===== src/rtl/mux_rr_sched.sv =====
// mux_rr_sched: four-lane round-robin scheduler with a 2-entry FIFO per lane
// and a registered output stage. Each output word is tagged with its source lane.
//
// Handshake: a lane word transfers on the rising aclk edge where valid_i and
// ready_i are both 1. An output word transfers on the edge where valid_out and
// out_ready are both 1. While valid_out = 1 and out_ready = 0, valid_out,
// data_out and lane_out hold stable. ready_i depends only on the registered
// FIFO count and on reset. It never depends combinationally on out_ready or
// lane_en.
module mux_rr_sched #(
    parameter int DATA_WIDTH = 8,
    parameter int FIFO_DEPTH = 2
) (
    input  logic                  aclk,
    input  logic                  reset,
    input  logic                  valid0,
    input  logic                  valid1,
    input  logic                  valid2,
    input  logic                  valid3,
    input  logic [DATA_WIDTH-1:0] data_in0,
    input  logic [DATA_WIDTH-1:0] data_in1,
    input  logic [DATA_WIDTH-1:0] data_in2,
    input  logic [DATA_WIDTH-1:0] data_in3,
    output logic                  ready0,
    output logic                  ready1,
    output logic                  ready2,
    output logic                  ready3,
    input  logic [3:0]            lane_en,
    input  logic                  out_ready,
    output logic                  valid_out,
    output logic [DATA_WIDTH-1:0] data_out,
    output logic [1:0]            lane_out
);

    // The count register is 2 bits wide, so full means count == 2.
    localparam logic [1:0] FULL = 2'(FIFO_DEPTH);

    logic [3:0]                 valid_in;
    logic [3:0][DATA_WIDTH-1:0] din;
    logic [3:0][DATA_WIDTH-1:0] head;
    logic [3:0][1:0]            cnt;
    logic [3:0]                 ready_int;
    logic [3:0]                 push;
    logic [3:0]                 pop;
    logic [3:0]                 eligible;
    logic [1:0]                 rr;
    logic [1:0]                 grant;
    logic [1:0]                 idx;
    logic                       grant_found;
    logic                       load;

    assign valid_in = {valid3, valid2, valid1, valid0};
    assign din      = {data_in3, data_in2, data_in1, data_in0};
    assign ready0   = ready_int[0];
    assign ready1   = ready_int[1];
    assign ready2   = ready_int[2];
    assign ready3   = ready_int[3];
    assign push     = valid_in & ready_int;
    assign load     = ~valid_out | out_ready;

    // Lane readiness and eligibility come from the registered counts only.
    always_comb begin
        ready_int = '0;
        eligible  = '0;
        for (int i = 0; i < 4; i++) begin
            ready_int[i] = ~reset && (cnt[i] != FULL);
            eligible[i]  = (cnt[i] != 2'd0) && lane_en[i];
        end
    end

    // Pick the first eligible lane in the order rr, rr+1, rr+2, rr+3.
    always_comb begin
        grant_found = 1'b0;
        grant       = rr;
        idx         = '0;
        for (int k = 0; k < 4; k++) begin
            idx = rr + 2'(k);
            if (!grant_found && eligible[idx]) begin
                grant_found = 1'b1;
                grant       = idx;
            end
        end
    end

    // Pop only the granted lane, and only when the output register loads.
    always_comb begin
        pop = '0;
        if (load && grant_found) begin
            pop[grant] = 1'b1;
        end
    end

    for (genvar i = 0; i < 4; i++) begin : g_lane
        logic [DATA_WIDTH-1:0] mem [2];
        logic [1:0]            count_q;
        logic                  wr_ptr;
        logic                  rd_ptr;

        // Pointer and occupancy bookkeeping. A push and a pop in the same cycle
        // leave the count unchanged.
        always_ff @(posedge aclk or posedge reset) begin
            if (reset) begin
                count_q <= 2'd0;
                wr_ptr  <= 1'b0;
                rd_ptr  <= 1'b0;
            end else begin
                if (push[i]) wr_ptr <= ~wr_ptr;
                if (pop[i])  rd_ptr <= ~rd_ptr;
                case ({push[i], pop[i]})
                    2'b10:   count_q <= count_q + 2'd1;
                    2'b01:   count_q <= count_q - 2'd1;
                    default: count_q <= count_q;
                endcase
            end
        end

        // Storage needs no reset: the count gates every read.
        always_ff @(posedge aclk) begin
            if (push[i]) mem[wr_ptr] <= din[i];
        end

        assign cnt[i]  = count_q;
        assign head[i] = mem[rd_ptr];
    end

    // Output register and rr pointer. Both hold under back-pressure, and both
    // clear on reset so no pending word survives.
    always_ff @(posedge aclk or posedge reset) begin
        if (reset) begin
            valid_out <= 1'b0;
            data_out  <= '0;
            lane_out  <= 2'd0;
            rr        <= 2'd0;
        end else if (load) begin
            if (grant_found) begin
                valid_out <= 1'b1;
                data_out  <= head[grant];
                lane_out  <= grant;
                rr        <= grant + 2'd1;
            end else begin
                valid_out <= 1'b0;
            end
        end
    end

endmodule

===== config.mk =====
export PLATFORM = sky130hd
export DESIGN_NAME = mux_rr_sched
export DESIGN_NICKNAME = d
export VERILOG_FILES = /design/src/rtl/mux_rr_sched.sv
export SDC_FILE = /design/constraint.sdc
export NUM_CORES = 1
export LEC_CHECK = 0
export BUFFER_PORTS_ARGS = -buffer_cell sky130_fd_sc_hd__clkbuf_2
export CORE_ASPECT_RATIO = 0.75
export CORE_MARGIN = 2
export CORE_UTILIZATION = 53
export DETAILED_ROUTE_END_ITERATION = 6
export GPL_TIMING_DRIVEN = 0
export PLACE_DENSITY = 0.75
export SLEW_MARGIN = 25
export SYNTH_ARGS = -nofsm -noshare
export SYNTH_HDL_FRONTEND = slang
export SYNTH_SLANG_ARGS = --single-unit

===== constraint.sdc =====
create_clock -name aclk -period 4.91 [get_ports aclk]
set_clock_uncertainty 0.05 [all_clocks]
set_input_delay 0 -clock aclk [delete_from_list [all_inputs] [get_ports aclk]]
set_output_delay 0 -clock aclk [all_outputs]
set_load 0.01 [all_outputs]

* Word level (Yosys, flattened, before mapping) *
Memories as Yosys holds them, arrays and structs flattened.
Index checks and enable logic that the tools add are counted.

word-level totals
  flip-flop bits (word level) = 29
  RAM bits = 64
  input port bits = 43
  output and inout port bits = 15
  logic and storage cells = 120
  memories = 4

memory list
  memory         depth  bits a word  read ports  clocked after memory_dff  wr ports  line  text
  g_lane[0].mem  2      8            1           0                         1         94    logic [DATA_WIDTH-1:0] mem [2];
  g_lane[1].mem  2      8            1           0                         1         94
  g_lane[2].mem  2      8            1           0                         1         94
  g_lane[3].mem  2      8            1           0                         1         94

cells by class
  add/subtract/negate cells = 12
  $lt $le $gt $ge = 6
  equal/unequal tests = 12
  multiplexer cells = 33
  bitwise logic cells = 12
  reductions and logical operators = 25

operators with widths
  operator                                                                       number
  1-bit two-way mux                                                              18
  8-bit binary-select mux with 2-bit select                                      1
  2-bit one-hot mux with 2 select lines                                          4
  2-bit nonzero test                                                             8
  2-bit by 3-bit less-than comparator with 1-bit output (second input constant)  5
  1-bit logical AND                                                              13
  2-bit by 1-bit adder with 2-bit output (second input constant)                 6
  1-bit inverter                                                                 10
  1-bit binary-select mux with 2-bit select                                      4
  2-bit by 1-bit equality test with 1-bit output (second input constant)         4
  2-bit equality test (second input constant)                                    4
  8-bit two-way mux                                                              1
  2-bit inequality test (second input constant)                                  4
  2-bit by 1-bit subtractor with 2-bit output (second input constant)            4
  2-bit two-way mux                                                              3
  2-bit adder (second input constant)                                            2
  4-bit bitwise AND                                                              1
  4-bit two-way mux                                                              1
  1-bit logical NOT                                                              3
  1-bit demux with 2-bit select                                                  1
  2-bit by 1-bit >= comparator with 1-bit output (second input constant)         1
  2-bit AND reduction                                                            1
  1-bit bitwise OR                                                               1

* Logic depth before layout (Yosys ltp) *
  depth in word-level cells = 21
  mapped depth = 14
  mapped depth without buffers = 9

* Worst setup path before layout *
No wires, ideal clock.

  path type = register to register
  from = register g_lane[1].count_q[0]
  to = register g_lane[3].count_q[1]
  setup time = 0.079 ns
  arrival = 2.330 ns
  required time = 4.781 ns
  path slack = 2.451 ns
  stages on the path, launching flop included = 13
  path buffers = 4
  period minus slack after synthesis = 2.459 ns
  cells stage by stage = dfrtp_1 -> o21a_1 -> o32a_1 -> buf_6 -> and3_1 -> buf_6 -> buf_6 -> buf_6 -> nand3_1 -> inv_1 -> ha_1 -> nor2_1 -> xor2_1

between the ends
  longest elaborated chain between the ends = 21
  elaborated cells on any way between the ends = 34
  those cells by class = 2 x order compare; 2 x eq/ne; 19 x mux; 11 x reduce/logical

ends and longest elaborated chain
  item                                                                                                                                           line  text
  from (decl)                                                                                                                                    95    logic [1:0] count_q;
  from (signal assigned)                                                                                                                         110   2'b10: count_q <= count_q + 2'd1;
  from (signal assigned)                                                                                                                         111   2'b01: count_q <= count_q - 2'd1;
  from (signal assigned)                                                                                                                         112   default: count_q <= count_q;
  2-bit nonzero test (*)                                                                                                                         67    eligible[i] = (cnt[i] != 2'd0) && lane_en[i];
  1-bit logical AND (*)                                                                                                                          67
  1-bit binary-select mux with 2-bit select                                                                                                      78    if (!grant_found && eligible[idx]) begin
  1-bit two-way mux (implied by the code)                                                                                                        78
  1-bit two-way mux                                                                                                                              78
  1-bit logical NOT                                                                                                                              78
  1-bit logical AND                                                                                                                              78
  1-bit two-way mux                                                                                                                              78
  [6 not listed]                                                                                                                                 --
  2-bit by 3-bit less-than comparator with 1-bit output (implied by the code) or 2-bit by 1-bit >= comparator with 1-bit output (tied branches)  89    pop[grant] = 1'b1;
  1-bit logical AND (implied by the code)                                                                                                        89
  1-bit two-way mux (implied by the code)                                                                                                        89
  1-bit demux with 2-bit select                                                                                                                  89
  4-bit two-way mux (*)                                                                                                                          88    if (load && grant_found) begin
  named net pop[3]                                                                                                                               44    logic [3:0] pop;
  2-bit by 1-bit equality test with 1-bit output or 2-bit equality test (tied branches)                                                          109   case ({push[i], pop[i]})
  2-bit one-hot mux with 2 select lines or 2-bit nonzero test (tied branches)                                                                    --
  to (signal assigned)                                                                                                                           110
  to (signal assigned)                                                                                                                           111
  to (signal assigned)                                                                                                                           112
  to (decl)                                                                                                                                      95

Mark *: on every way through the listed nets, which the timed path passes. The rest lies on a longest branch. The select of a mux whose other input is x is not followed.
A chain may end at the register's enable or synchronous reset.

* Final worst setup path *
  from = register rr[1]
  to = register g_lane[3].count_q[1]

between the ends
  longest elaborated chain between the ends = 19
  elaborated cells on any way between the ends = 35
  those cells by class = 3 x add/sub; 2 x order compare; 2 x eq/ne; 19 x mux; 9 x reduce/logical

ends and longest elaborated chain
  item                                                                                            line  text
  from (decl)                                                                                     46    logic [1:0] rr;
  from (signal assigned)                                                                          139   rr <= grant + 2'd1;
  branches (longest 16 deep; another with 2-bit by 3-bit less-than comparator with 1-bit output)  --
  4-bit two-way mux (*)                                                                           88
  named net pop[3]                                                                                44
  2-bit by 1-bit equality test with 1-bit output or 2-bit equality test (tied branches)           109
  2-bit one-hot mux with 2 select lines or 2-bit nonzero test (tied branches)                     --

Mark *: on every way through the listed nets, which the timed path passes. The select of a mux whose other input is x is not followed.

==> metrics.txt <==
global-route wire length before repair 12790 um; element type at the critical path start register; Sink Count 93; FILL cells 517; Yosys reg bits 93; initial antenna violation count 0; net count after synthesis 313; core area 0.007297 mm2; syn avg cell area 14.93 um2; H-Tree Depth 3; simple-gate share of the synthesized area 6.047%; worst-skew pair later-pin latency 0.36 ns; RSZ-0062 raised after global routing no; Final Cycle Share 56.48%; ANT nets after route 0; Placer Congestion 0.7635; GR Util met3 5.008%; Post-Synth Adder-Cell Area 1.260%; P per Cell Area 559.0 mW/mm2; port bufs 57; min Tclk post-route 2.773 ns; drt pass-1 iters 4; Area contributors post-synth edfxtp_1 48%, dfrtp_1 18%, mux2i_1 6.0%; GRT busiest layer met2; Vias 2520; Int Pwr 1.768 mW; DRC errors left 0; Max Cap Violations 0; crit path max fanout 10; Post-DP HPWL 5577 um; Rows 27; Worst Setup Path Type reg2reg; post-synth cell types 34; final setup vio count 0; Post-CTS Setup Bufs 0; Post-Syn Area 0.003973 mm2; sw power 1.003 mW; worst-case reg-to-reg path depth 12; largest net degree at the start of global routing 30; type of the worst min-delay path in2reg; drt wl/cell 16.85 um; vias in the first global route 2601; met1 Usage GRT 28.18%; Synth top area share 48.38%; Slew @ Worst Pin 0.7324 ns; hold buffers post-CTS 38; total global routing overflow 0; die height 78.98 um; arrival time worst endpoint 3.02 ns; largest family of logic cells by synthesized area multiplexers; setup TNS 0 ns; CTS Root Cell clkbuf_8; GRT Util Overall 20.81%; Yosys top cell by area edfxtp_1; # resized after CTS 0; Leak 2.006 nW; DR iter-0 viols 172; chip width 104.0 um; Max Clock Freq 360.6 MHz; XOR/XNOR Fraction of Synth Area 4.630%; starting density of the core 54.44%; Num CTS Buffers 9; CTS tree built; Sw Ratio 36.19%; Synth Area in Compound Gates 7.591%; Area growth syn-to-layout 24.76%; Ys Warns 0; Detailed Route WL 8053 um; Final Core Density 67.92%; post-synthesis mux area share 11.06%; Max-slew headroom 51.00%; post-synthesis sequential area ratio 66.65%; Nets 419; Mapped Cells 266; Clock power frac 17.8%; status completed; CTS clk-pin slew, worst paths 0.09 ns; full die area 0.008211 mm2; max-slew violations 0; CP required 5.15 ns; Gate power share 40.5%; # diodes 0; hold depth 4; drt via density 5.272; share of layout cells above drive strength 1 25.20%; maximum clock path buffer count 2; sequential power share 41.7%; CP Capture Type register; io pins 58; met2 Use GR 33.82%; Max rail drop VDD 405.6 uV; Final Hold Vio Count 0
## layout make-up
cell class	count	area (um2)	share of cell area, %
buffer	13	80.08	1.616
clock buffer	10	137.6	2.777
tap	101	126.4	2.550
timing repair buffer	95	665.6	13.43
sequential	93	2648	53.42
multi-input combinational	152	1215	24.51
clock inverter	6	53.80	1.086
inverter	8	30.03	0.6059
## synthesized netlist by cell type (all sizes together)
library cell / n
a21boi: 1
a21oi: 4
a311o: 2
a32oi: 1
and2: 1
and3: 5
buf: 9
clkbuf: 4
dfrtp: 29
edfxtp: 64
ha: 4
inv: 8
mux2: 16
mux2i: 24
nand2: 18
nand2b: 2
nand3: 2
nand4: 9
nor2: 8
nor3: 2
o2111ai: 8
o211a: 2
o211ai: 10
o21a: 5
o21ai: 5
o32a: 1
or2: 1
xnor2: 15
xor2: 6
## stage by stage
stage	total power, mW	cells	hold slack [ns]	worst slack, ns	cell area, um2
6_report	2.771	478	0.07203	2.137	4956
5_1_grt	2.923	478	0.1125	1.918	4956
4_1_cts	2.779	478	0.05432	2.142	4956
3_5_place_dp	2.262	424	0.1412	2.181	4384
3_3_place_gp	2.221	424	0.1394	2.178	4384
2_1_floorplan	1.973	266	0.006272	2.451	3973
## registers in the layout, summed over array words and instances (netlist names)
| name | count |
|---|---|
| data_out | 8 |
| g_lane.count_q | 8 |
| g_lane.mem | 64 |
| g_lane.rd_ptr | 4 |
| g_lane.wr_ptr | 4 |
| lane_out | 2 |
| rr | 2 |
| valid_out | 1 |
## final timing paths
path                             startpoint                   end  slack, ns
min in group asynchronous             reset  g_lane[3].count_q[1]       0.28
max in group asynchronous             reset           data_out[2]       4.12
setup / recovery                      rr[1]  g_lane[3].count_q[1]       2.14
hold / removal                   lane_en[2]             valid_out       0.07
setup reg to reg                      rr[1]  g_lane[3].count_q[1]       2.14
hold reg to reg            g_lane[3].wr_ptr      g_lane[3].wr_ptr       0.45
## critical path, stage by stage, from the launching register on
cell	delay, ns
dfrtp_1	0.37
clkbuf_1	0.19
o211a_1	0.18
a32oi_2	0.42
and3_1	0.25
buf_6	0.12
buf_6	0.18
buf_6	0.16
nand3_1	0.14
inv_1	0.11
ha_1	0.25
nor2_1	0.13
xor2_1	0.16
## metal layers
layer  up-vias  wire [um]
met5         -          0
met4         0         40
met3         4        394
met2        74       3900
met1      1229       3719
li1       1213          -
## power by group through the flow
stage	Sequential, mW	Clock (mW)	Combinational, mW
3_5_place_dp	1.17	0	1.09
6_report	1.16	0.493	1.12
3_3_place_gp	1.16	0	1.06
4_1_cts	1.16	0.503	1.12
2_1_floorplan	1.17	0	0.808
5_1_grt	1.18	0.531	1.21
## cell families after synthesis
| kind of cell | count (synthesis) |
|---|---|
| AO/OA/AOI/OAI | 39 |
| XOR/XNOR | 21 |
| adder cells (fa/ha/maj) | 4 |
| buffers and inverters | 21 |
| flip-flops | 93 |
| multiplexers | 40 |
| AND/OR/NAND/NOR | 48 |
## placed cells by master, fill, tap and decap left out, types with 2 or more instances in the layout
| master | count |
|---|---|
| o2111ai_1 | 8 |
| dfrtp_1 | 29 |
| xnor2_1 | 15 |
| clkbuf_8 | 10 |
| o211ai_1 | 10 |
| and3_1 | 5 |
| o21a_1 | 5 |
| edfxtp_1 | 64 |
| xor2_1 | 6 |
| clkbuf_1 | 4 |
| nand2b_1 | 2 |
| ha_1 | 4 |
| buf_1 | 4 |
| clkbuf_2 | 57 |
| inv_6 | 3 |
| nor2_1 | 8 |
| o211a_1 | 2 |
| inv_1 | 7 |
| mux2_1 | 3 |
| mux2_2 | 8 |
| a311o_1 | 2 |
| nand2_1 | 18 |
| nand3_1 | 2 |
| buf_6 | 4 |
| nor3_2 | 2 |
| a21oi_1 | 4 |
| nand4_1 | 9 |
| dlygate4sd3_1 | 38 |
| mux2_4 | 5 |
| mux2i_1 | 24 |
| o21ai_1 | 2 |
| o21ai_0 | 3 |
No activity file was read; power rests on OpenSTA's default activity.
